<file path="src/rtl/mm_pkg.sv">
// Shared FSM state type, master identifier and default widths for the MM arbiter.
package mm_pkg;

    localparam int MM_ADDR_WIDTH_DEF = 8;
    localparam int MM_DATA_WIDTH_DEF = 16;
    localparam int HOLD_LIMIT_DEF    = 1024;

    typedef enum logic [1:0] {
        IDLE  = 2'd0,
        OWN0  = 2'd1,
        OWN1  = 2'd2,
        DRAIN = 2'd3
    } arb_state_t;

    typedef enum logic {
        M0 = 1'b0,
        M1 = 1'b1
    } master_t;

endpackage

</file>
<file path="src/rtl/mm_arbiter_if.sv">
// Bundle of the two master ports, the shared MM port and arbiter status.
// slave = arbiter side, master = the side driving requests and read data.
interface mm_arbiter_if
    import mm_pkg::*;
#(
    parameter int ADDR_W = MM_ADDR_WIDTH_DEF,
    parameter int DATA_W = MM_DATA_WIDTH_DEF
);
    logic              m0_req_i;
    logic              m0_stb_i;
    logic              m0_we_i;
    logic [ADDR_W-1:0] m0_addr_i;
    logic [DATA_W-1:0] m0_wdata_i;
    logic              m0_gnt_o;
    logic [DATA_W-1:0] m0_rdata_o;
    logic              m0_rvalid_o;

    logic              m1_req_i;
    logic              m1_stb_i;
    logic              m1_we_i;
    logic [ADDR_W-1:0] m1_addr_i;
    logic [DATA_W-1:0] m1_wdata_i;
    logic              m1_gnt_o;
    logic [DATA_W-1:0] m1_rdata_o;
    logic              m1_rvalid_o;

    logic [ADDR_W-1:0] s_addr_o;
    logic [DATA_W-1:0] s_wdata_o;
    logic              s_we_o;
    logic [DATA_W-1:0] s_rdata_i;
    logic [1:0]        arb_owner_o;
    logic              arb_timeout_o;

    modport slave (
        input  m0_req_i, m0_stb_i, m0_we_i, m0_addr_i, m0_wdata_i,
        input  m1_req_i, m1_stb_i, m1_we_i, m1_addr_i, m1_wdata_i,
        input  s_rdata_i,
        output m0_gnt_o, m0_rdata_o, m0_rvalid_o,
        output m1_gnt_o, m1_rdata_o, m1_rvalid_o,
        output s_addr_o, s_wdata_o, s_we_o, arb_owner_o, arb_timeout_o
    );

    modport master (
        output m0_req_i, m0_stb_i, m0_we_i, m0_addr_i, m0_wdata_i,
        output m1_req_i, m1_stb_i, m1_we_i, m1_addr_i, m1_wdata_i,
        output s_rdata_i,
        input  m0_gnt_o, m0_rdata_o, m0_rvalid_o,
        input  m1_gnt_o, m1_rdata_o, m1_rvalid_o,
        input  s_addr_o, s_wdata_o, s_we_o, arb_owner_o, arb_timeout_o
    );

endinterface

</file>
<file path="src/rtl/mm_arb_mux.sv">
// Registered MM request mux and read-return tag pipeline: an accepted read at t
// drives the bus at t+1 and returns rdata/rvalid to its master at t+2.
module mm_arb_mux
    import mm_pkg::*;
#(
    parameter int AW = MM_ADDR_WIDTH_DEF,
    parameter int DW = MM_DATA_WIDTH_DEF
) (
    input  logic                clk,
    input  logic                rst,
    input  logic [1:0]          acc,
    input  logic [1:0]          we,
    input  logic [1:0][AW-1:0]  addr,
    input  logic [1:0][DW-1:0]  wdata,
    input  logic [DW-1:0]       s_rdata,
    output logic [AW-1:0]       s_addr,
    output logic [DW-1:0]       s_wdata,
    output logic                s_we,
    output logic                rd_pending,
    output logic [1:0]          rvalid,
    output logic [1:0][DW-1:0]  rdata
);
    logic [AW-1:0] s_addr_reg;
    logic [DW-1:0] s_wdata_reg;
    logic          s_we_reg;
    logic          tag_valid_reg;
    master_t       tag_id_reg;
    logic          sel;

    // At most one master is granted, so acc is one-hot or zero.
    assign sel = acc[1];

    always_ff @(posedge clk or posedge rst) begin
        if (rst) begin
            s_addr_reg    <= '0;
            s_wdata_reg   <= '0;
            s_we_reg      <= 1'b0;
            tag_valid_reg <= 1'b0;
            tag_id_reg    <= M0;
        end else begin
            s_we_reg      <= 1'b0;
            tag_valid_reg <= 1'b0;
            if (|acc) begin
                s_addr_reg    <= addr[sel];
                s_wdata_reg   <= wdata[sel];
                s_we_reg      <= we[sel];
                tag_valid_reg <= ~we[sel];
                tag_id_reg    <= sel ? M1 : M0;
            end
        end
    end

    assign s_addr     = s_addr_reg;
    assign s_wdata    = s_wdata_reg;
    assign s_we       = s_we_reg;
    assign rd_pending = tag_valid_reg;

    genvar gi;
    generate
        for (gi = 0; gi < 2; gi++) begin : g_ret
            logic          rvalid_reg;
            logic [DW-1:0] rdata_reg;
            logic          hit;

            assign hit = tag_valid_reg && (tag_id_reg == ((gi == 1) ? M1 : M0));

            always_ff @(posedge clk or posedge rst) begin
                if (rst) begin
                    rvalid_reg <= 1'b0;
                    rdata_reg  <= '0;
                end else begin
                    rvalid_reg <= hit;
                    if (hit) begin
                        rdata_reg <= s_rdata;
                    end
                end
            end

            assign rvalid[gi] = rvalid_reg;
            assign rdata[gi]  = rdata_reg;
        end
    endgenerate

endmodule

</file>
<file path="src/rtl/mm_arbiter.sv">
// Two-master arbiter for one MM port: IDLE -> OWNx -> (DRAIN) -> IDLE, fair on contention.
// Define MM_ARB_TIMEOUT_EN to revoke ownership after HOLD_LIMIT granted cycles.
module mm_arbiter
    import mm_pkg::*;
#(
    parameter int MM_ADDR_WIDTH = MM_ADDR_WIDTH_DEF,
    parameter int MM_DATA_WIDTH = MM_DATA_WIDTH_DEF,
    parameter int HOLD_LIMIT    = HOLD_LIMIT_DEF
) (
    input  logic         clk_sys_i,
    input  logic         rst_i,
    mm_arbiter_if.slave  bus
);
    arb_state_t state_reg, state_next;
    master_t    last_reg, last_next;
    master_t    own;

    logic [1:0]                    req, stb, we, gnt, acc, rvalid;
    logic [1:0][MM_ADDR_WIDTH-1:0] addr;
    logic [1:0][MM_DATA_WIDTH-1:0] wdata, rdata;
    logic                          rd_pending, rd_accept, hold_expired, revoke;

    assign req   = {bus.m1_req_i,   bus.m0_req_i};
    assign stb   = {bus.m1_stb_i,   bus.m0_stb_i};
    assign we    = {bus.m1_we_i,    bus.m0_we_i};
    assign addr  = {bus.m1_addr_i,  bus.m0_addr_i};
    assign wdata = {bus.m1_wdata_i, bus.m0_wdata_i};

    // Grant follows req combinationally so a release takes effect in the same cycle.
    assign gnt[0]    = (state_reg == OWN0) && req[0];
    assign gnt[1]    = (state_reg == OWN1) && req[1];
    assign acc       = gnt & stb;
    assign rd_accept = |(acc & ~we);
    assign revoke    = (|gnt) && hold_expired;
    assign own       = (state_reg == OWN1) ? M1 : M0;

`ifdef MM_ARB_TIMEOUT_EN
    localparam int CNT_W = $clog2(HOLD_LIMIT + 1);
    logic [CNT_W-1:0] hold_cnt_reg;
    logic             timeout_reg;

    assign hold_expired = (hold_cnt_reg == CNT_W'(HOLD_LIMIT - 1));

    always_ff @(posedge clk_sys_i or posedge rst_i) begin
        if (rst_i) begin
            hold_cnt_reg <= '0;
            timeout_reg  <= 1'b0;
        end else begin
            // Only granted cycles count, so every pass through IDLE restarts it.
            hold_cnt_reg <= ((|gnt) && !revoke) ? hold_cnt_reg + 1'b1 : '0;
            timeout_reg  <= revoke;
        end
    end

    assign bus.arb_timeout_o = timeout_reg;
`else
    // Unbounded ownership; HOLD_LIMIT only matters in the timeout build.
    assign hold_expired      = 1'b0 & (HOLD_LIMIT > 0);
    assign bus.arb_timeout_o = 1'b0;
`endif

    always_ff @(posedge clk_sys_i or posedge rst_i) begin
        if (rst_i) begin
            state_reg <= IDLE;
            last_reg  <= M1;
        end else begin
            state_reg <= state_next;
            last_reg  <= last_next;
        end
    end

    always_comb begin
        state_next = state_reg;
        last_next  = last_reg;
        case (state_reg)
            IDLE: begin
                if (req[0] && (!req[1] || last_reg == M1)) begin
                    state_next = OWN0;
                    last_next  = M0;
                end else if (req[1]) begin
                    state_next = OWN1;
                    last_next  = M1;
                end
            end
            OWN0, OWN1: begin
                if (!(|gnt)) begin
                    state_next = rd_pending ? DRAIN : IDLE;
                end else if (revoke) begin
                    // A read accepted in the revoke cycle still has to be returned.
                    state_next = (rd_pending || rd_accept) ? DRAIN : IDLE;
                    last_next  = own;
                end
            end
            DRAIN: begin
                if (!rd_pending) begin
                    state_next = IDLE;
                end
            end
            default: state_next = IDLE;
        endcase
    end

    mm_arb_mux #(
        .AW (MM_ADDR_WIDTH),
        .DW (MM_DATA_WIDTH)
    ) u_mux (
        .clk        (clk_sys_i),
        .rst        (rst_i),
        .acc        (acc),
        .we         (we),
        .addr       (addr),
        .wdata      (wdata),
        .s_rdata    (bus.s_rdata_i),
        .s_addr     (bus.s_addr_o),
        .s_wdata    (bus.s_wdata_o),
        .s_we       (bus.s_we_o),
        .rd_pending (rd_pending),
        .rvalid     (rvalid),
        .rdata      (rdata)
    );

    assign bus.m0_gnt_o    = gnt[0];
    assign bus.m1_gnt_o    = gnt[1];
    assign bus.arb_owner_o = gnt;
    assign bus.m0_rvalid_o = rvalid[0];
    assign bus.m1_rvalid_o = rvalid[1];
    assign bus.m0_rdata_o  = rdata[0];
    assign bus.m1_rdata_o  = rdata[1];

endmodule

</file>
<file path="src/flat_wrapper.sv">
// flat-port wrapper written by rule: the top's interface ports become plain ports
module mm_arbiter_flat import mm_pkg::*;
#(
    parameter int MM_ADDR_WIDTH = MM_ADDR_WIDTH_DEF,
    parameter int MM_DATA_WIDTH = MM_DATA_WIDTH_DEF,
    parameter int HOLD_LIMIT    = HOLD_LIMIT_DEF
)
  (clk_sys_i, rst_i, bus_m0_req_i, bus_m0_stb_i, bus_m0_we_i, bus_m0_addr_i, bus_m0_wdata_i, bus_m1_req_i, bus_m1_stb_i, bus_m1_we_i, bus_m1_addr_i, bus_m1_wdata_i, bus_s_rdata_i, bus_m0_gnt_o, bus_m0_rdata_o, bus_m0_rvalid_o, bus_m1_gnt_o, bus_m1_rdata_o, bus_m1_rvalid_o, bus_s_addr_o, bus_s_wdata_o, bus_s_we_o, bus_arb_owner_o, bus_arb_timeout_o);
  mm_arbiter_if #(.ADDR_W((8)), .DATA_W((16))) bus_i ();
  input  logic clk_sys_i;
  input  logic rst_i;
  input wire logic [$bits(bus_i.m0_req_i)-1:0] bus_m0_req_i;
  input wire logic [$bits(bus_i.m0_stb_i)-1:0] bus_m0_stb_i;
  input wire logic [$bits(bus_i.m0_we_i)-1:0] bus_m0_we_i;
  input wire logic [$bits(bus_i.m0_addr_i)-1:0] bus_m0_addr_i;
  input wire logic [$bits(bus_i.m0_wdata_i)-1:0] bus_m0_wdata_i;
  input wire logic [$bits(bus_i.m1_req_i)-1:0] bus_m1_req_i;
  input wire logic [$bits(bus_i.m1_stb_i)-1:0] bus_m1_stb_i;
  input wire logic [$bits(bus_i.m1_we_i)-1:0] bus_m1_we_i;
  input wire logic [$bits(bus_i.m1_addr_i)-1:0] bus_m1_addr_i;
  input wire logic [$bits(bus_i.m1_wdata_i)-1:0] bus_m1_wdata_i;
  input wire logic [$bits(bus_i.s_rdata_i)-1:0] bus_s_rdata_i;
  output wire logic [$bits(bus_i.m0_gnt_o)-1:0] bus_m0_gnt_o;
  output wire logic [$bits(bus_i.m0_rdata_o)-1:0] bus_m0_rdata_o;
  output wire logic [$bits(bus_i.m0_rvalid_o)-1:0] bus_m0_rvalid_o;
  output wire logic [$bits(bus_i.m1_gnt_o)-1:0] bus_m1_gnt_o;
  output wire logic [$bits(bus_i.m1_rdata_o)-1:0] bus_m1_rdata_o;
  output wire logic [$bits(bus_i.m1_rvalid_o)-1:0] bus_m1_rvalid_o;
  output wire logic [$bits(bus_i.s_addr_o)-1:0] bus_s_addr_o;
  output wire logic [$bits(bus_i.s_wdata_o)-1:0] bus_s_wdata_o;
  output wire logic [$bits(bus_i.s_we_o)-1:0] bus_s_we_o;
  output wire logic [$bits(bus_i.arb_owner_o)-1:0] bus_arb_owner_o;
  output wire logic [$bits(bus_i.arb_timeout_o)-1:0] bus_arb_timeout_o;
  assign bus_i.m0_req_i = bus_m0_req_i;
  assign bus_i.m0_stb_i = bus_m0_stb_i;
  assign bus_i.m0_we_i = bus_m0_we_i;
  assign bus_i.m0_addr_i = bus_m0_addr_i;
  assign bus_i.m0_wdata_i = bus_m0_wdata_i;
  assign bus_i.m1_req_i = bus_m1_req_i;
  assign bus_i.m1_stb_i = bus_m1_stb_i;
  assign bus_i.m1_we_i = bus_m1_we_i;
  assign bus_i.m1_addr_i = bus_m1_addr_i;
  assign bus_i.m1_wdata_i = bus_m1_wdata_i;
  assign bus_i.s_rdata_i = bus_s_rdata_i;
  assign bus_m0_gnt_o = bus_i.m0_gnt_o;
  assign bus_m0_rdata_o = bus_i.m0_rdata_o;
  assign bus_m0_rvalid_o = bus_i.m0_rvalid_o;
  assign bus_m1_gnt_o = bus_i.m1_gnt_o;
  assign bus_m1_rdata_o = bus_i.m1_rdata_o;
  assign bus_m1_rvalid_o = bus_i.m1_rvalid_o;
  assign bus_s_addr_o = bus_i.s_addr_o;
  assign bus_s_wdata_o = bus_i.s_wdata_o;
  assign bus_s_we_o = bus_i.s_we_o;
  assign bus_arb_owner_o = bus_i.arb_owner_o;
  assign bus_arb_timeout_o = bus_i.arb_timeout_o;
  mm_arbiter #(.MM_ADDR_WIDTH(MM_ADDR_WIDTH), .MM_DATA_WIDTH(MM_DATA_WIDTH), .HOLD_LIMIT(HOLD_LIMIT)) u_core (.clk_sys_i(clk_sys_i), .rst_i(rst_i), .bus(bus_i));
endmodule
</file>
<file path="config.mk">
export PLATFORM = sky130hd
export DESIGN_NAME = mm_arbiter_flat
export DESIGN_NICKNAME = d
export VERILOG_FILES = /design/src/rtl/mm_pkg.sv /design/src/rtl/mm_arbiter_if.sv /design/src/rtl/mm_arb_mux.sv /design/src/rtl/mm_arbiter.sv /design/src/flat_wrapper.sv
export SDC_FILE = /design/constraint.sdc
export NUM_CORES = 1
export LEC_CHECK = 0
export CORE_MARGIN = 5
export CORE_UTILIZATION = 41
export CTS_CLUSTER_DIAMETER = 40
export CTS_CLUSTER_SIZE = 25
export DETAILED_ROUTE_END_ITERATION = 6
export PLACE_DENSITY = 0.81
export SLEW_MARGIN = 5
export SYNTH_ARGS = -nofsm -noshare
export SYNTH_HDL_FRONTEND = slang
export SYNTH_HIERARCHICAL = 1
export SYNTH_SLANG_ARGS = --single-unit
</file>
<file path="constraint.sdc">
create_clock -name clk_sys_i -period 2.15 [get_ports clk_sys_i]
set_input_delay 0.43 -clock clk_sys_i [delete_from_list [all_inputs] [get_ports clk_sys_i]]
set_output_delay 0.43 -clock clk_sys_i [all_outputs]
set_load 0.02 [all_outputs]
</file>
==> results of run 1 <==
==> area by class of cell <==
type | instances | area (sq um)
Clock buffer | 10 | 138
Timing Repair Buffer | 143 | 1450
Tap cell | 80 | 100
Clock inverter | 6 | 91.3
Inverter | 9 | 33.8
Multi-Input combinational cell | 136 | 1060
Sequential cell | 64 | 1600
Fill cell | 539 | 2270
==> final timing paths <==
check | slack, ps | end | cells past startpoint | startpoint
hold reg to reg | 510 | u_core/u_mux/g_ret[0].rdata_reg[8] | 1 | u_core/u_mux/g_ret[0].rdata_reg[8]
setup / recovery | 180 | bus_m1_gnt_o | 4 | u_core/state_reg[0]
hold / removal | 320 | u_core/state_reg[1] | 2 | rst_i
max in group asynchronous | 1270 | u_core/u_mux/s_wdata[3] | 3 | rst_i
min in group clk_sys_i | 510 | u_core/u_mux/g_ret[0].rdata_reg[8] | 1 | u_core/u_mux/g_ret[0].rdata_reg[8]
setup reg to reg | 420 | u_core/state_reg[0] | 6 | u_core/state_reg[0]
==> cells by family after synthesis <==
family                   count (synthesis)  share of synthesized area
AND/OR/NAND/NOR                         39                     0.0624
adder cells (fa/ha/maj)                  5                     0.0221
AO/OA/AOI/OAI                           35                     0.0664
buffers and inverters                   26                     0.0562
other                                    1                    0.00133
multiplexers                            56                      0.224
flip-flops                              64                      0.567
==> power groups by stage <==
| stage | Combinational [W] | Clock (W) | Sequential [W] |
|---|---|---|---|
| final | 0.00297 | 0.00116 | 0.00211 |
| after floorplan | 0.000884 | 0 | 0.00273 |
| after detailed placement | 0.00302 | 0 | 0.00212 |
| after global placement | 0.00295 | 0 | 0.00208 |
| after CTS | 0.00301 | 0.00120 | 0.00211 |
| after global routing | 0.00317 | 0.00124 | 0.00219 |
==> metrics by stage <==
| stage | std cells | power, W | area, sq um | worst slack (ps) | util |
|---|---|---|---|---|---|
| 2_1_floorplan | 226 | 0.00362 | 2830 | 207 | - |
| 3_3_place_gp | 432 | 0.00503 | 4260 | 75.1 | 0.631 |
| 3_5_place_dp | 432 | 0.00514 | 4260 | 66.6 | 0.631 |
| 4_1_cts | 448 | 0.00632 | 4480 | 165 | 0.664 |
| 5_1_grt | 448 | 0.00660 | 4480 | 106 | 0.664 |
| 6_report | 448 | 0.00624 | 4480 | 183 | 0.664 |
==> worst max-delay path, delay by kind of cell (launching register included) <==
kind	cells	cell delay, ps
buffers and inverters	2	460
flip-flops	1	410
adder cells (fa/ha/maj)	1	200
AND/OR/NAND/NOR	1	140
==> Yosys cell counts, drive strengths merged (2+ instances only) <==
master,number
nand2b,3
and3,2
nor2,4
nand2,28
a21oi,4
ha,5
a31oi,2
mux2i,24
and2,2
mux2,32
inv,9
dfrtp,63
buf,12
clkbuf,5
o21ai,26
==> per-layer routing <==
| layer | global-route usage | routed length [um] | vias to the layer above |
|---|---|---|---|
| li1 | - | - | 1035 |
| met1 | 0.200 | 2810 | 1093 |
| met2 | 0.322 | 4070 | 67 |
| met3 | 0.0346 | 324 | 16 |
| met4 | 0.0977 | 216 | 0 |
| met5 | 0 | 0 | - |
==> placed cells by master (no fill, tap or decap), types with 5 or more instances in the layout <==
master	Yosys	layout
inv_1	9	8
clkdlybuf4s50_1	0	130
mux2_4	9	9
mux2_2	23	23
dfrtp_1	63	63
clkbuf_8	0	10
o21ai_0	26	26
nand2_1	27	27
ha_1	5	5
mux2i_1	24	24
buf_4	6	5
==> repair_timing <==
item	CTS	global route
gates resized for setup	4	0
setup endpoints to repair	4	0
hold buffers	0	0
==> results_dict.tcl, run 1 <==
set metrics [dict create \
    route.detailed.wl_per_inst_um 16.6 \
    track_usage 0.180 \
    drc 0 \
    synth.distinct_cells 27 \
    tritoncts "yes" \
    htreeDepth 3 \
    cts_max_path_buffers 2 \
    fin_crit_sh 0.915 \
    die_area_sq_um 8650 \
    wl_um 7420 \
    p_clk_frac 0.186 \
    grt-ovfl-total 0 \
    hpwl_um 5590 \
    grt_pass1_vias 2496 \
    drive_above_1_share 0.171 \
    setup_viol 0 \
    cts_sinks 64 \
    syn_area_per_cell_sq_um 12.5 \
    largest_register_ff_count 32 \
    power_frac_seq 0.338 \
    min_period_ps 1970 \
    final_nets 440 \
    synthCells 226 \
    grt_pass1_wl_um 12100 \
    synth.top_cell.area_share 0.558 \
    drtPass1Iterations 4 \
    start_util 0.418 \
    synth_top_area_cell "dfrtp_1" \
    comb_power_share 0.476 \
    switching_power_w 0.00220 \
    io_buffers 134 \
    ys_seq_elements 64 \
    clk_latency_ps 330 \
    max_freq_mhz 508 \
    first_iter_violations 49 \
    drv_slew 0 \
    fin_skew_ps 9.49 \
    irDropWorstVdd_mv 0.786 \
    internal_power_w 0.00404 \
    cts.reportedPaths.clkPinSlew_ps 60 \
    crit_chain "inv_1 > ha_1 > and2_1 > dlygate4sd2_1" \
    worstSetupEndpointType "primary output" \
    synth_fp_nets 303 \
    routabilityCongestion 0.745 \
    ys.warnings.count 6 \
    critPathRequiredTime_ps 1720 \
    io_pins 136 \
    outcome "completed" \
    cts_buffers 9 \
    arrival_ps 1540 \
    dieHeight_um 93.0 \
    n_antenna_cell 0 \
    vias 2211 \
    critPathKind "register to primary output" \
    hold_path.class "primary input to asynchronous set/reset pin" \
    synth-edff-count 0 \
    root_buffer "clkbuf_8" \
    tightest_slew_ps 555 \
    relSlewSlack 0.630 \
    viasPerCell 4.94 \
    die_x_um 93.0 \
    p_leak_nw 1.90 \
    async_flop_share 1.00 \
    swShare 0.353 \
    hold_ws_ps 318 \
    tns_ps 0 \
    ys_seq_area_frac 0.567 \
    rsz0062_at_grt "no" \
    synthToLayoutAreaGrowth_pct 58.7 \
    pwr_density_cell_nw_per_um2 1390 \
    timing_hold_violations_final 0 \
    synth.cell_area_sq_um 2830 \
    ys.flop_type "dfrtp_1" \
    grt_max_degree 55 \
    postCtsSetupBuffers 0 \
    cp-start-kind "register" \
    antenna_found_initial 0 \
    ant_nets 0 \
    rows 30 \
    crit_fanout 4 \
    worst_path_largest_cell_delay_ps 410 \
    synthTopCellsByArea "dfrtp_1 56%, mux2_2 9.2%, mux2i_1 8.5%" \
    drv_cap 0 \
    core_area_sq_um 6760 \
    slowest_stage "dfrtp_1" \
]
Power figures use the tool's default switching activity.
==> inputs of run 2 (changes only) <==
--- a/config.mk
+++ b/config.mk
@@ -12,2 +12,3 @@
 export DETAILED_ROUTE_END_ITERATION = 6
+export MAX_ROUTING_LAYER = met4
 export PLACE_DENSITY = 0.81
--- a/constraint.sdc
+++ b/constraint.sdc
@@ -3,2 +3,2 @@
 set_output_delay 0.43 -clock clk_sys_i [all_outputs]
-set_load 0.02 [all_outputs]
+set_load 0.05 [all_outputs]
==> run 2 against run 1 <==
First-iteration DRC count is 31% higher. Clock skew up 1.4 ps. Utilization is 0.20 points lower. Highest routed layer unchanged. Via count is 3.4% lower. Wire length fell by 1.2%. Register-to-register slack lost 30 ps. Final cell count fell by 1.1%. Clock-buffer cell count is 4 higher. Critical path depth fell by 3. Die area unchanged.
==> results_dict.tcl, run 2 (synthesized netlist as in run 1, its figures left out) <==
set metrics [dict create \
    outcome "completed" \
    cts_max_path_buffers 2 \
    drv_cap 0 \
    worst_path_largest_cell_delay_ps 820 \
    crit_chain "clkdlybuf4s50_1" \
    ant_nets 0 \
    clk_latency_ps 340 \
    irDropWorstVdd_mv 1.03 \
    drtPass1Iterations 4 \
    synthToLayoutAreaGrowth_pct 58.2 \
    routabilityCongestion 0.793 \
    power_frac_seq 0.278 \
    wl_um 7330 \
    postCtsSetupBuffers 0 \
    worstSetupEndpointType "primary output" \
    crit_buf_inv 1 \
    hold_path.class "primary input to asynchronous set/reset pin" \
    grt_max_degree 47 \
    slowest_stage "clkdlybuf4s50_1" \
    cp_top_family "buffers and inverters" \
    io_pins 136 \
    relSlewSlack 0.615 \
    cts_buffers 9 \
    first_iter_violations 64 \
    drc 0 \
    multiInputGateArea_sq_um 1060 \
    cp-start-kind "register" \
    drv_slew 0 \
    setup_viol 0 \
    route.detailed.wl_per_inst_um 16.5 \
    rows 30 \
    internal_power_w 0.00412 \
    vias 2136 \
    switching_power_w 0.00345 \
    hpwl_um 5540 \
    critPathRequiredTime_ps 1720 \
    io_buffers 134 \
    final_nets 435 \
    fin_total_pwr_w 0.00757 \
    cp.depth 1 \
    dp_cells 427 \
    tightest_slew_ps 577 \
    core_area_sq_um 6760 \
    n_antenna_cell 0 \
    post_cts_resized 0 \
    swShare 0.456 \
    stdcell_count 443 \
    arrival_ps 1530 \
    rr_endpoint "u_core/state_reg[0]" \
    cts.reportedPaths.clkPinSlew_ps 70 \
    root_buffer "clkbuf_8" \
    max_freq_mhz 510 \
    drive_above_1_share 0.165 \
    viasPerCell 4.82 \
    track_usage 0.180 \
    crit_path_start "u_core/u_mux/s_wdata[12]" \
    htreeDepth 3 \
    grt_pass1_wl_um 11600 \
    die_area_sq_um 8650 \
    crit_fanout 2 \
    hold_ws_ps 326 \
    hold_buffers 0 \
    seq_area_sq_um 1600 \
    critical_path.endpoint "bus_s_wdata_o[12]" \
    fin_skew_ps 10.9 \
    antenna_found_initial 0 \
    start_util 0.418 \
    tritoncts "yes" \
    layout_commonest_cell "clkdlybuf4s50_1" \
    timing.rr.start "u_core/state_reg[1]" \
    p_clk_frac 0.158 \
    nFillCells 550 \
    rsz0062_at_grt "no" \
    fin_crit_sh 0.911 \
    tns_ps 0 \
    grt_pass1_vias 2360 \
    pwr_density_cell_nw_per_um2 1690 \
    min_period_ps 1960 \
    rrSetupSlack_ps 390 \
    comb_power_share 0.564 \
    timing_hold_violations_final 0 \
    p_leak_nw 1.88 \
    critPathKind "register to primary output" \
    largest_register_ff_count 32 \
    cts_sinks 64 \
    dieHeight_um 93.0 \
    die_x_um 93.0 \
    ff2ff_path_depth 6 \
    grt-ovfl-total 0 \
    layout_common_cells "130 x clkdlybuf4s50_1, 63 x dfrtp_1, 27 x nand2_1" \
]
## run 2: power groups by stage
| stage | Clock (W) | Sequential [W] | Combinational, W |
|---|---|---|---|
| after detailed placement | 0 | 0.00212 | 0.00430 |
| after floorplan | 0 | 0.00393 | 0.000939 |
| after global placement | 0 | 0.00209 | 0.00423 |
| after CTS | 0.00123 | 0.00211 | 0.00431 |
| final | 0.00119 | 0.00211 | 0.00427 |
| after global routing | 0.00128 | 0.00219 | 0.00445 |
## run 2: stage by stage
step                      utilization  setup WS (ps)  cell area [sq um]
after floorplan                     -            207               2830
after global placement          0.627            237               4240
after detailed placement        0.627            155               4240
after CTS                       0.662            165               4470
after global routing            0.662            138               4470
final                           0.662            190               4470
## run 2: how the worst min path moves through the flow
| stage | end | depth (start not counted) | start | slack [ps] |
|---|---|---|---|---|
| 2_1_floorplan | u_core/state_reg[0] | 1 | rst_i | 180 |
| 3_3_place_gp | u_core/u_mux/g_ret[1].rdata_reg[14] | 1 | u_core/u_mux/g_ret[1].rdata_reg[14] | 490 |
| 3_5_place_dp | u_core/u_mux/g_ret[0].rdata_reg[7] | 1 | u_core/u_mux/g_ret[0].rdata_reg[7] | 490 |
| 4_1_cts | u_core/state_reg[0] | 2 | rst_i | 310 |
| 5_1_grt | u_core/state_reg[1] | 2 | rst_i | 320 |
| 6_report | u_core/state_reg[0] | 2 | rst_i | 330 |
## run 2: final cells by class
type | instances | area share
Sequential cell | 64 | 0.359
Timing Repair Buffer | 138 | 0.321
Multi-Input combinational cell | 136 | 0.238
Clock buffer | 14 | 0.0386
Tap cell | 80 | 0.0224
Clock inverter | 2 | 0.0134
Inverter | 9 | 0.00756
## run 2: layer usage
layer / global-route usage / routed length, um
met1: 0.202 / 2860
met2: 0.310 / 4000
met3: 0.0249 / 250
met4: 0.103 / 225
met5: - / 0
